--- config.mk ---
export PLATFORM = sky130hd
export DESIGN_NAME = instruction_fetch
export DESIGN_NICKNAME = d
export VERILOG_FILES = /design/src/rtl/instruction_fetch.sv
export SDC_FILE = /design/constraint.sdc
export NUM_CORES = 1
export LEC_CHECK = 0
export CAP_MARGIN = 15
export CORE_ASPECT_RATIO = 2
export CORE_MARGIN = 4
export CORE_UTILIZATION = 30
export DETAILED_ROUTE_END_ITERATION = 8
export GPL_ROUTABILITY_DRIVEN = 1
export HOLD_SLACK_MARGIN = 0.06
export SETUP_SLACK_MARGIN = 0.02
export SYNTH_ARGS = -nofsm -noshare
export SYNTH_HDL_FRONTEND = slang
export SYNTH_SLANG_ARGS = --single-unit
--- constraint.sdc ---
create_clock -name i_clk -period 5.4 [get_ports i_clk]
set_input_delay 1.08 -clock i_clk [delete_from_list [all_inputs] [get_ports i_clk]]
set_output_delay 1.08 -clock i_clk [all_outputs]
set_load 0.005 [all_outputs]
--- src/rtl/instruction_fetch.sv ---
// Fetch stage: holds the PC, issues req/ack fetches to instruction memory and
// registers the returned word with its PC and PC+4 for the decode stage.
module instruction_fetch #(
  parameter int unsigned      XLEN         = 32,
  parameter logic [XLEN-1:0]  RESET_VECTOR = '0,
  parameter logic [31:0]      NOP_INST     = 32'h0000_0013
) (
  input  logic            i_clk,
  input  logic            i_rst_n,
  input  logic            i_fetch_en,
  input  logic            i_jump_req,
  input  logic [XLEN-1:0] i_jump_addr,
  output logic            o_imem_req,
  output logic [XLEN-1:0] o_imem_addr,
  input  logic            i_imem_ack,
  input  logic [31:0]     i_imem_rdata,
  output logic [31:0]     o_inst,
  output logic [XLEN-1:0] o_curr_pc_fd,
  output logic [XLEN-1:0] o_next_pc_fd,
  output logic            o_fetch_done,
  output logic            o_misaligned_err
);

  typedef enum logic [0:0] {
    IDLE = 1'b0,
    BUSY = 1'b1
  } fetch_state_t;

  localparam logic [XLEN-1:0] PC_STEP = XLEN'(4);

  fetch_state_t    r_state, w_state_nxt;
  logic [XLEN-1:0] r_pc, w_pc_nxt;
  logic [XLEN-1:0] r_imem_addr, w_imem_addr_nxt;
  logic [31:0]     r_inst, w_inst_nxt;
  logic [XLEN-1:0] r_curr_pc, w_curr_pc_nxt;
  logic [XLEN-1:0] r_next_pc, w_next_pc_nxt;
  logic            r_fetch_done, w_fetch_done_nxt;
  logic            r_misaligned, w_misaligned_nxt;
  logic            r_kill, w_kill_nxt;
  logic [XLEN-1:0] w_target;
  logic [XLEN-1:0] w_addr_plus4;

  assign w_target     = i_jump_req ? i_jump_addr : r_pc;
  assign w_addr_plus4 = r_imem_addr + PC_STEP;

  always_ff @(posedge i_clk) begin
    if (!i_rst_n) begin
      r_state      <= IDLE;
      r_pc         <= RESET_VECTOR;
      r_imem_addr  <= RESET_VECTOR;
      r_inst       <= NOP_INST;
      r_curr_pc    <= RESET_VECTOR;
      r_next_pc    <= RESET_VECTOR + PC_STEP;
      r_fetch_done <= 1'b0;
      r_misaligned <= 1'b0;
      r_kill       <= 1'b0;
    end else begin
      r_state      <= w_state_nxt;
      r_pc         <= w_pc_nxt;
      r_imem_addr  <= w_imem_addr_nxt;
      r_inst       <= w_inst_nxt;
      r_curr_pc    <= w_curr_pc_nxt;
      r_next_pc    <= w_next_pc_nxt;
      r_fetch_done <= w_fetch_done_nxt;
      r_misaligned <= w_misaligned_nxt;
      r_kill       <= w_kill_nxt;
    end
  end

  always_comb begin
    w_state_nxt      = r_state;
    w_pc_nxt         = r_pc;
    w_imem_addr_nxt  = r_imem_addr;
    w_inst_nxt       = r_inst;
    w_curr_pc_nxt    = r_curr_pc;
    w_next_pc_nxt    = r_next_pc;
    w_fetch_done_nxt = 1'b0;
    w_misaligned_nxt = r_misaligned;
    w_kill_nxt       = r_kill;

    unique case (r_state)
      IDLE: begin
        if (i_fetch_en) begin
          w_pc_nxt = w_target;
          if (w_target[1:0] == 2'b00) begin
            w_imem_addr_nxt = w_target;
            w_state_nxt     = BUSY;
          end else begin
            w_misaligned_nxt = 1'b1;
          end
        end else if (i_jump_req) begin
          w_pc_nxt = i_jump_addr;
        end
      end

      BUSY: begin
        if (i_imem_ack) begin
          // A redirect seen during or at the end of the request makes the word stale.
          if (!r_kill && !i_jump_req) begin
            w_inst_nxt       = i_imem_rdata;
            w_curr_pc_nxt    = r_imem_addr;
            w_next_pc_nxt    = w_addr_plus4;
            w_pc_nxt         = w_addr_plus4;
            w_fetch_done_nxt = 1'b1;
          end else if (i_jump_req) begin
            w_pc_nxt = i_jump_addr;
          end
          w_kill_nxt  = 1'b0;
          w_state_nxt = IDLE;
        end else if (i_jump_req) begin
          w_kill_nxt = 1'b1;
          w_pc_nxt   = i_jump_addr;
        end
      end

      default: w_state_nxt = IDLE;
    endcase
  end

  assign o_imem_req       = (r_state == BUSY);
  assign o_imem_addr      = r_imem_addr;
  assign o_inst           = r_inst;
  assign o_curr_pc_fd     = r_curr_pc;
  assign o_next_pc_fd     = r_next_pc;
  assign o_fetch_done     = r_fetch_done;
  assign o_misaligned_err = r_misaligned;

endmodule

Word-level counts from Yosys, hierarchy flattened:

Index checks and enable logic that the tools add are counted.

* reduce and logical (&&, ||, !) cells: 10
* mux-type cells: 11
* bitwise operators: 2
* add/sub/neg operators: 1

Operators by type and width (number)
* $mux 32: 3
* $pmux 32 s2: 1
* $add 32x3->32 const B: 1
* $reduce_and 3->1: 4
* $mux 1: 6
* $logic_not 1->1: 2
* $logic_not 2->1: 1
* $not 1->1: 2
* $pmux 1 s2: 1
* $reduce_and 2->1: 1
* $reduce_bool 2->1: 1
* $logic_and 1x1->1: 1

* output and inout bits: 131
* word-level logic and storage cells: 33
* bits in registers: 164

Longest topological paths before layout:

Gate-level depths: netlist (run 1).

* word-level depth: 5
* depth in mapped cells: 8
* gate-level depth less buffers: 6

Least setup slack after synthesis (run 1):

Ideal clock, no wire load.

* path kind: input to register
* from: input port i_jump_req
* to: register r_curr_pc[0] (netlist: o_curr_pc_fd[0])
* path slack: 2.938 ns
* path buffers: 3
* cell stages on the path: 6
* arrival time: 2.391 ns
* cells stage by stage: buf_2 -> nor3_2 -> clkbuf_1 -> clkbuf_1 -> nand2_1 -> a21oi_1

* longest elaborated chain between the ends: 3

RTL lines
* start, declared: RTL line 11 `input logic i_jump_req,`
* $logic_not 1->1: RTL line 99 `if (!r_kill && !i_jump_req) begin`
* $logic_and 1x1->1: RTL line 99
* $reduce_and 3->1 (no source line)
* end signal, assigned: RTL line 62 `r_curr_pc <= w_curr_pc_nxt;`
* end, declared: RTL line 35 `logic [XLEN-1:0] r_curr_pc, w_curr_pc_nxt;`

No other way between the ends.
A chain may end at the register's enable or synchronous reset.

Worst setup path in the final report (run 1):

* from: input port i_jump_req
* to: register r_next_pc[31] (netlist: o_next_pc_fd[31])

* longest elaborated chain between the ends: 3

RTL lines
* $logic_not 1->1: RTL line 99
* $logic_and 1x1->1: RTL line 99
* $reduce_and 3->1 (no source line)
* end signal, assigned: RTL line 53 `r_next_pc <= RESET_VECTOR + PC_STEP;`
* end signal, assigned: RTL line 63 `r_next_pc <= w_next_pc_nxt;`
* end, declared: RTL line 36 `logic [XLEN-1:0] r_next_pc, w_next_pc_nxt;`

No other way between the ends.

==> qor.yml, run 1 <==
worst_setup_path:
  critPathSlowestCell: "or3_4"
  r2r_start: "o_imem_addr[3]"
  critPathBufInv: 2
  cp_max_fo: 55
  cp_slowest_stage_delay_ns: 0.67
  crit_required_ns: 5.71
  cp_cell_sequence: "buf_2 > or3_4 > buf_4 > nor4_1 > a31oi_1 > nand2_1"
  startpoint_type: "input port"
  reg2reg_to: "o_next_pc_fd[24]"
  critPathArrivalTime_ns: 3.15
  worstRegToRegCells: 6
  cp_top_family: "buffers and inverters"
  endpoint_kind: "register"
  startpoint: "i_jump_req"
  crit_type: "in -> reg"
  r2r_setup_slack_ns: 2.99
floorplanning:
  chipHeight_microns: 216
  coreArea_sq_um: 21400
  ios: 200
  num_rows: 76
  fp.dieArea_sq_um: 24200
  start_util_pct: 30.4
  die_w_microns: 112
power:
  p_int_uw: 2080
  powerDensity_nw_per_um2: 303
  fin_total_pwr_uw: 2780
  swShare_pct: 25.3
  combPwrFrac_pct: 9.9
  p_clk_share_pct: 43.4
  total_leakage_power_uw: 0.00331
  ir_drop_uv: 203
  p_sw_uw: 702
  p_seq_share_pct: 46.7
grt:
  grt_pass1_vias: 5566
  grt_pass1_wl_mm: 32.0
  antenna_found_initial: 0
  overflow: 0
  track_usage_pct: 17.0
  grt_max_degree: 100
timing:
  period_share_pct: 52.5
  clock_skew_ns: 0.0143
  setup_tns_ns: 0
  setup_violations: 0
  worst_pin_slew_ns: 1.17
  max_slew_margin_pct: 22.3
  finalCriticalPeriod_ns: 2.84
  finalHoldViolCount: 0
  hold_slack_ns: 0.453
  slew_viol_final: 0
  rsz0062_at_grt: "false"
  fmax_mhz: 353
clock_network:
  clock_latency_ns: 0.44
  cts_buffer_depth: 2
  clkSlewWorstSetupHoldPaths_ns: 0.06
  cts_resized: 0
  tritoncts: "done"
  postCtsSetupRepairBufs: 0
  cts_root_buf: "clkbuf_16"
  cts.sinks: 162
  cts_hold_buf: 0
  cts_buffers: 17
  htree_num_levels: 4
detailed_routing:
  viasPerCell: 4.78
  wirelength_mm: 20.8
  final_antenna_net_count: 0
  drc: 0
  vias: 5772
  wl_per_cell_microns: 17.3
  firstDrtPassIters: 4
  drt_iter0_markers: 256
synth:
  ys_seq_area_share_pct: 49.9
  postSynthCellCount: 759
  synth_top_family_by_area: "simple AND/OR/NAND/NOR gates"
  syn_area_sq_um: 6500
  syn_avg_cell_area_sq_um: 8.56
  synth-xor-area-share_pct: 2.83
  ys_types: 44
  synth_seq_cells: 162
  synth-compound-area-share_pct: 15.3
  syn_nets: 829
  synth-async-reset-ratio_pct: 0
  synth_ff_type: "dfxtp_1"
  synth_edf_count: 0
  synth-simple-area-share_pct: 20.7
  synth_mux_area_share_pct: 5.76
  ys_warn_count: 0
  synth_fa_ha_area_share_pct: 0.192
min_path:
  min_path_type: "reg -> reg"
  worstHoldStart: "o_inst[26]"
  worstHoldPathCells: 2
  hold_path_end: "o_inst[26]"
run_status:
  status: "complete, no violations"
placed_design:
  gp_congestion: 0.771
  io_buffers: 199
  dp_hpwl_mm: 14.2
layout:
  area.growth.synth_to_final_pct: 41.0
  fin_util_pct: 42.8
  seqCellArea_sq_um: 3240
  nets: 992
  multi_input_area_sq_um: 2920
  nFillCells: 2119
  drive_gt1_share_pct: 6.53
  n_antenna_cell: 0
job:
  drv_cap: 0
[sequential cells by signal (all words and copies together), names as in the netlist]
signal	flops
o_curr_pc_fd	32
o_fetch_done	1
o_imem_addr	32
o_imem_req	1
o_inst	32
o_misaligned_err	1
o_next_pc_fd	30
r_kill	1
r_pc	32
[Yosys cell counts (2+ instances only)]
cell / n / area [sq um]
dfxtp_1: 162 / 3240
or4_1: 2 / 15.0
nor4_4: 3 / 63.8
buf_2: 8 / 40.0
a211oi_1: 35 / 263
a21oi_1: 104 / 521
nand4_4: 2 / 42.5
buf_6: 3 / 33.8
a31oi_1: 3 / 18.8
buf_1: 3 / 11.3
nand2_1: 176 / 661
nand3_1: 13 / 65.1
clkbuf_1: 42 / 158
and3_1: 5 / 31.3
and4_2: 2 / 20.0
o21ai_0: 25 / 125
nor2_1: 58 / 218
a31o_2: 2 / 17.5
nor3_2: 3 / 30.0
nor3b_1: 4 / 30.0
mux2i_1: 34 / 340
xor2_1: 7 / 61.3
nor3_1: 5 / 25.0
nor4_1: 3 / 18.8
buf_4: 5 / 37.5
mux2_2: 3 / 33.8
o311a_1: 2 / 20.0
xnor2_1: 14 / 123
nand4_1: 9 / 56.3
nand2b_1: 4 / 25.0
inv_1: 5 / 18.8
[worst min-delay path, cell delays in order, from the launching register on]
cell and delay (ns):
dfxtp_1 0.31, nand2_1 0.05, a21oi_1 0.05
[worst max-delay path by stage]
stage	endpoint	slack, ns	depth (start not counted)
after CTS	o_next_pc_fd[31]	2.57	6
after floorplan	o_curr_pc_fd[0]	2.94	6
final	o_next_pc_fd[31]	2.56	6
after global placement	r_pc[31]	2.12	6
after detailed placement	o_next_pc_fd[31]	2.11	6
after global routing	o_next_pc_fd[31]	2.42	6
[power by group through the flow]
stage | combinational [uW] | clock [uW] | sequential (uW)
floorplan | 144 | 0 | 1310
global placement | 277 | 0 | 1320
detailed placement | 279 | 0 | 1330
CTS | 281 | 1240 | 1300
global route | 303 | 1280 | 1310
finish | 276 | 1200 | 1300
[cell families (layout without fill, tap and decap cells)]
| logic type | Yosys count | count (layout) |
|---|---|---|
| flip-flops | 162 | 162 |
| multiplexers | 37 | 37 |
| buffers and inverters | 69 | 244 |
| AND/OR/NAND/NOR | 294 | 294 |
| AO/OA/AOI/OAI | 175 | 175 |
| adder cells (fa/ha/maj) | 1 | 1 |
| XOR/XNOR | 21 | 21 |
[placed cells by master, fill, tap and decap left out, types with 2 or more instances in the layout]
cell               n
clkdlybuf4s50_1  197
nand2_1          176
dfxtp_1          162
a21oi_1          104
nor2_1            58
a211oi_1          35
mux2i_1           34
o21ai_0           25
clkbuf_16         17
xnor2_1           14
nand3_1           13
nand4_1            9
xor2_1             7
buf_4              7
inv_1              5
and3_1             5
nor3_1             5
nand2b_1           4
inv_6              4
clkinvlp_4         4
clkinv_2           3
nor3b_1            3
nor4_4             3
nor4_1             3
a31oi_1            3
mux2_2             3
nand4_4            2
a31o_2             2
and4_2             2
or4_1              2
nor3_2             2
o311a_1            2
bufinv_16          2
buf_2              2
[area by class of cell]
type                    count  share of cell area (%)
flip-flops and latches    162                    35.4
multi-input cells         528                    31.9
repair buffers            207                    22.4
clock buffers              17                    4.64
well taps                 273                    3.73
clock inverters            14                    1.69
inverters                   6                   0.259
[stage by stage]
stage	instances	setup WS (ns)	area (sq um)
after floorplan	759	2.94	6500
after global placement	1176	2.12	8590
after detailed placement	1176	2.11	8590
after CTS	1207	2.57	9170
after global routing	1207	2.42	9170
final	1207	2.56	9170
[routing by layer]
metal / part of all wire [%] / GRT usage, %
met5: 0 / 0
met4: 3.7 / 7.90
met3: 3.7 / 3.49
met2: 55 / 31.4
met1: 38 / 18.2
No activity file was read; power rests on OpenSTA's default activity.
==> run 2: changes to the inputs <==
==> constraint.sdc (replaced) <==
create_clock -name i_clk -period 2.85 [get_ports i_clk]
set_input_delay 0.57 -clock i_clk [delete_from_list [all_inputs] [get_ports i_clk]]
set_output_delay 0.57 -clock i_clk [all_outputs]
set_load 0.005 [all_outputs]
==> qor.yml, run 2 (same netlist as run 1, synthesis figures left out) <==
clock_network:
  htree_num_levels: 4  # unchanged
  cts.sinks: 162  # unchanged
  cts_resized: 0  # unchanged
  cts_buffers: 17  # unchanged
  clkSlewWorstSetupHoldPaths_ns: 0.07  # about the same
  clock_latency_ns: 0.44  # about the same
  cts_hold_buf: 0  # unchanged
  postCtsSetupRepairBufs: 0  # unchanged
  tritoncts: "done"
  cts_buffer_depth: 2  # unchanged
  cts_root_buf: "clkbuf_16"
grt:
  track_usage_pct: 17.1  # +0.18 points
  grt_pass1_vias: 5728  # +2.9%
  grt_max_degree: 62  # -38%
  antenna_found_initial: 0  # unchanged
  grt_pass1_wl_mm: 32.5  # +1.5%
  overflow: 0  # unchanged
worst_setup_path:
  critPathArrivalTime_ns: 2.50  # -0.65 ns
  critPathBufInv: 1  # -1
  cp_cell_sequence: "nand4_4 > nor4_4 > buf_4 > mux2i_1 > mux2i_1 > o311a_1"
  cp_max_fo: 9  # -84%
  cp_slowest_stage_delay_ns: 0.55  # -0.12 ns
  critPathSlowestCell: "dfxtp_1"
  crit_top_cell: "mux2i_1"
  startpoint_type: "register"
  crit_required_ns: 3.18  # -2.53 ns
  cp_top_family: "simple AND/OR/NAND/NOR gates"
  crit_type: "reg -> reg"
  endpoint_kind: "register"
detailed_routing:
  firstDrtPassIters: 5  # +1
  drt_iter0_markers: 306  # +20%
  vias: 5863  # +1.6%
  viasPerCell: 4.80  # +0.41%
  wl_per_cell_microns: 17.0  # -1.6%
  wirelength_mm: 20.8  # -0.45%
  final_antenna_net_count: 0  # unchanged
  drc: 0  # unchanged
layout:
  nets: 1005  # +1.3%
  area.growth.synth_to_final_pct: 44.0
  multi_input_area_sq_um: 2920  # unchanged
  n_antenna_cell: 0  # unchanged
  drive_gt1_share_pct: 7.91  # +1.4 points
  layout_commonest_cell: "clkdlybuf4s50_1"
  nFillCells: 2110  # -0.42%
  seqCellArea_sq_um: 3240  # unchanged
  final_cell_mix: "clkdlybuf4s50_1, nand2_1, dfxtp_1, a21oi_1, nor2_1"
timing:
  worst_pin_slew_ns: 0.632  # -0.534 ns
  period_share_pct: 76.4
  clock_skew_ns: 0.0136  # -0.000742 ns
  slew_viol_final: 0  # unchanged
  setup_violations: 0  # unchanged
  setup_slack_ns: 0.672  # -1.89 ns
  rsz0062_at_grt: "false"
  max_slew_margin_pct: 57.9  # +36 points
  finalCriticalPeriod_ns: 2.18
  setup_tns_ns: 0  # unchanged
  fmax_mhz: 459
  finalHoldViolCount: 0  # unchanged
power:
  combPwrFrac_pct: 10.2  # +0.3 points
  total_leakage_power_uw: 0.00342  # +3.4%
  p_int_uw: 4080  # +97%
  p_sw_uw: 1360  # +93%
  ir_drop_uv: 325  # +60%
  swShare_pct: 24.9  # -0.32 points
  powerDensity_nw_per_um2: 581  # +92%
  p_seq_share_pct: 44.9  # -1.8 points
  p_clk_share_pct: 44.9  # +1.5 points
floorplanning:
  start_util_pct: 30.4  # unchanged
  ios: 200  # unchanged
  coreArea_sq_um: 21400  # unchanged
  num_rows: 76  # unchanged
  fp.dieArea_sq_um: 24200  # unchanged
  die_w_microns: 112  # unchanged
  chipHeight_microns: 216  # unchanged
job:
  drv_cap: 0  # unchanged
run_status:
  status: "complete, no violations"
placed_design:
  dp_hpwl_mm: 14.8  # +4.4%
  io_buffers: 199  # unchanged
  gp_congestion: 0.787  # +2.0%
  dp_slack_ns: 0.448  # -1.66 ns
min_path:
  min_path_type: "reg -> reg"
[run 2: cell count changes in the layout (fill, tap and decap cells not counted), sizes merged]
cell	before	now
clkinv	4	2
clkbuf	17	18
clkinvlp	4	2
buf	10	23
bufinv	2	3
inv	10	13
[run 2: cell type report]
class                           instances  area share, %
Sequential cell                       162           34.6
Multi-Input combinational cell        528           31.2
Timing Repair Buffer                  220           23.5
Clock buffer                           18           4.69
Tap cell                              273           3.65
Clock inverter                         14           2.02
Inverter                                6          0.254
[run 2: routing by layer]
metal | routed length [microns] | vias to the layer above | track usage [%]
met5 | 0 | - | 0
met4 | 652 | 0 | 7.30
met3 | 722 | 34 | 3.74
met2 | 11500 | 139 | 32.3
met1 | 7830 | 2753 | 18.0
li1 | - | 2937 | -
[run 2: final timing paths]
| path | from | to | slack [ns] | depth (start not counted) |
|---|---|---|---|---|
| worst max-delay path | o_imem_addr[5] | r_pc[22] | 0.67 | 6 |
| worst min-delay path | o_inst[24] | o_inst[24] | 0.45 | 2 |
| worst max register to register | o_imem_addr[5] | r_pc[22] | 0.67 | 6 |
| worst min register to register | o_inst[24] | o_inst[24] | 0.45 | 2 |
[run 2: worst register-to-register path, stage by stage, from the launching register on]
cell and delay (ns):
dfxtp_1 0.55, nand4_4 0.29, nor4_4 0.50, buf_4 0.23
mux2i_1 0.25, mux2i_1 0.11, o311a_1 0.13
[run 2: power groups by stage]
| stage | Combinational [uW] | Clock, uW | Sequential [uW] |
|---|---|---|---|
| 2_1_floorplan | 273 | 0 | 2470 |
| 3_3_place_gp | 560 | 0 | 2490 |
| 3_5_place_dp | 563 | 0 | 2500 |
| 4_1_cts | 567 | 2510 | 2440 |
| 5_1_grt | 613 | 2600 | 2460 |
| 6_report | 557 | 2440 | 2440 |
[run 2: metrics by stage]
step                cells  util [%]  hold slack, ns  power [uW]  cell area (sq um)
floorplan             759         -           0.453        2750               6500
global placement     1189      40.8           0.441        3050               8730
detailed placement   1189      40.8           0.445        3060               8730
CTS                  1221      43.8           0.455        5520               9360
global route         1221      43.8           0.470        5670               9360
finish               1221      43.8           0.452        5440               9360
==> run 3: changes to the inputs <==
==> constraint.sdc (replaced) <==
create_clock -name i_clk -period 1.9 [get_ports i_clk]
set_input_delay 0.38 -clock i_clk [delete_from_list [all_inputs] [get_ports i_clk]]
set_output_delay 0.38 -clock i_clk [all_outputs]
set_load 0.005 [all_outputs]
==> qor.yml, run 3 (same netlist as run 1, synthesis figures left out) <==
min_path:
  worstHoldPathCells: 3  # +1
  min_path_type: "in -> reg"
  hold_path_end: "o_curr_pc_fd[9]"
  worstHoldStart: "i_rst_n"
worst_setup_path:
  worstRegToRegCells: 5  # -1
  reg2reg_to: "o_next_pc_fd[21]"
  startpoint_type: "register"
  r2r_setup_slack_ns: 0.15  # -0.52 ns
  cp_max_fo: 5  # -4
  r2r_start: "o_imem_addr[6]"
  crit_type: "reg -> out"
  endpoint_kind: "primary output"
  crit_required_ns: 1.52  # -1.66 ns
  critPathArrivalTime_ns: 1.45  # -1.05 ns
timing:
  worst_pin_slew_ns: 0.553  # -0.0793 ns
  clock_skew_ns: 0.0130  # -0.000547 ns
  setup_tns_ns: 0  # unchanged
  slew_viol_final: 0  # unchanged
  finalCriticalPeriod_ns: 1.83
  period_share_pct: 96.1
  fmax_mhz: 547
  max_slew_margin_pct: 63.2  # +5.3 points
  rsz0062_at_grt: "true"
  finalHoldViolCount: 0  # unchanged
  setup_violations: 0  # unchanged
  hold_slack_ns: 0.354  # -0.0980 ns
power:
  p_int_uw: 6070  # +49%
  ir_drop_uv: 447  # +37%
  p_sw_uw: 2020  # +49%
  combPwrFrac_pct: 12.5  # +2.3 points
  total_leakage_power_uw: 0.00375  # +9.6%
  powerDensity_nw_per_um2: 815  # +40%
  p_seq_share_pct: 44.7  # -0.2 points
  swShare_pct: 25.0  # about the same
  p_clk_share_pct: 42.8  # -2.1 points
floorplanning:
  die_w_microns: 112  # unchanged
  num_rows: 76  # unchanged
  fp.dieArea_sq_um: 24200  # unchanged
  start_util_pct: 30.4  # unchanged
  ios: 200  # unchanged
  coreArea_sq_um: 21400  # unchanged
  chipHeight_microns: 216  # unchanged
detailed_routing:
  final_antenna_net_count: 0  # unchanged
  drt_iter0_markers: 260  # -15%
  vias: 6124  # +4.5%
  wl_per_cell_microns: 16.9  # -0.67%
  wirelength_mm: 21.6  # +4.1%
  viasPerCell: 4.79  # -0.29%
  firstDrtPassIters: 6  # +1
  drc: 0  # unchanged
layout:
  final_cell_mix: "clkdlybuf4s50_1, nand2_1, dfxtp_1, a21oi_1, nor2_1"
  area.growth.synth_to_final_pct: 52.8
  nets: 1062  # +5.7%
  drive_gt1_share_pct: 15.0  # +7.1 points
  layout_commonest_cell: "clkdlybuf4s50_1"
clock_network:
  tritoncts: "done"
  clock_latency_ns: 0.44  # about the same
  cts_root_buf: "clkbuf_16"
  cts_buffers: 17  # unchanged
  htree_num_levels: 4  # unchanged
  cts.sinks: 162  # unchanged
  clkSlewWorstSetupHoldPaths_ns: 0.07  # about the same
  cts_hold_buf: 0  # unchanged
  cts_buffer_depth: 2  # unchanged
grt:
  antenna_found_initial: 1  # +1
  grt_max_degree: 51  # -18%
  grt_pass1_wl_mm: 33.9  # +4.4%
  overflow: 0  # unchanged
  track_usage_pct: 17.8  # +0.69 points
  grt_pass1_vias: 6111  # +6.7%
job:
  drv_cap: 0  # unchanged
placed_design:
  io_buffers: 199  # unchanged
  gp_congestion: 0.782  # -0.62%
  dp_hpwl_mm: 16.0  # +8.4%
run_status:
  status: "complete, no violations"
run 3: cell types whose count changed in the layout (fill, tap and decap cells not counted), sizes merged:
cell and change:
bufinv -1, clkdlybuf4s50 -2, inv -3, buf +57, diode +1, dlymetal6s2s +2
clkbuf +1, clkinvlp +2, clkinv +1
run 3: repair_timing:
item / CTS / global route
pin swaps: 0 / 2
setup buffers: 0 / 1
setup endpoints to repair: 9 / 30
resized for setup: 12 / 21
run 3: through the flow:
step	util [%]	instances	setup WS, ns	total power (uW)	cell area, sq um
floorplan	-	759	0.0916	4120	6500
global placement	43.2	1245	-0.225	4690	9240
detailed placement	43.2	1245	-0.230	4700	9240
CTS	46.1	1277	0.0172	8180	9860
global route	46.4	1279	0.00792	8420	9930
finish	46.4	1279	0.0732	8090	9930
run 3: power groups by stage:
stage	clock network, uW	registers [uW]	logic, uW
after floorplan	0	3710	410
after global placement	0	3680	1010
after detailed placement	0	3680	1010
after CTS	3550	3610	1020
after global routing	3680	3630	1110
final	3460	3620	1020
run 3: worst max-delay path by stage:
stage | cells after the start | from | to | slack (ns)
3_5_place_dp | 6 | i_imem_ack | r_pc[29] | -0.23
4_1_cts | 2 | o_imem_addr[27] | o_imem_addr[27] | 0.02
5_1_grt | 6 | o_imem_addr[2] | r_pc[26] | 0.008
6_report | 2 | o_imem_addr[13] | o_imem_addr[13] | 0.07
2_1_floorplan | 6 | o_imem_addr[3] | r_pc[26] | 0.09
3_3_place_gp | 6 | i_imem_ack | r_pc[29] | -0.23
run 3: routing by layer:
| layer | global-route usage [%] | share of wire [%] | up-vias |
|---|---|---|---|
| li1 | - | - | 3054 |
| met1 | 18.3 | 36 | 2887 |
| met2 | 34.1 | 57 | 147 |
| met3 | 3.69 | 3.6 | 36 |
| met4 | 7.54 | 3.4 | 0 |
| met5 | 0 | 0 | - |
run 3: critical path, cell delays in order, from the launching register on:
cell and delay, ns:
dfxtp_1 0.36, buf_4 0.15, clkdlybuf4s50_1 0.50
run 3: cell type report:
cell class / instances / area, sq um
Clock buffer: 19 / 443
Sequential cell: 162 / 3260
Inverter: 6 / 23.8
Antenna cell: 1 / 2.50
Tap cell: 273 / 342
Clock inverter: 13 / 148
Timing Repair Buffer: 277 / 2760
Multi-Input combinational cell: 528 / 2950
Fill cell: 2082 / 11500
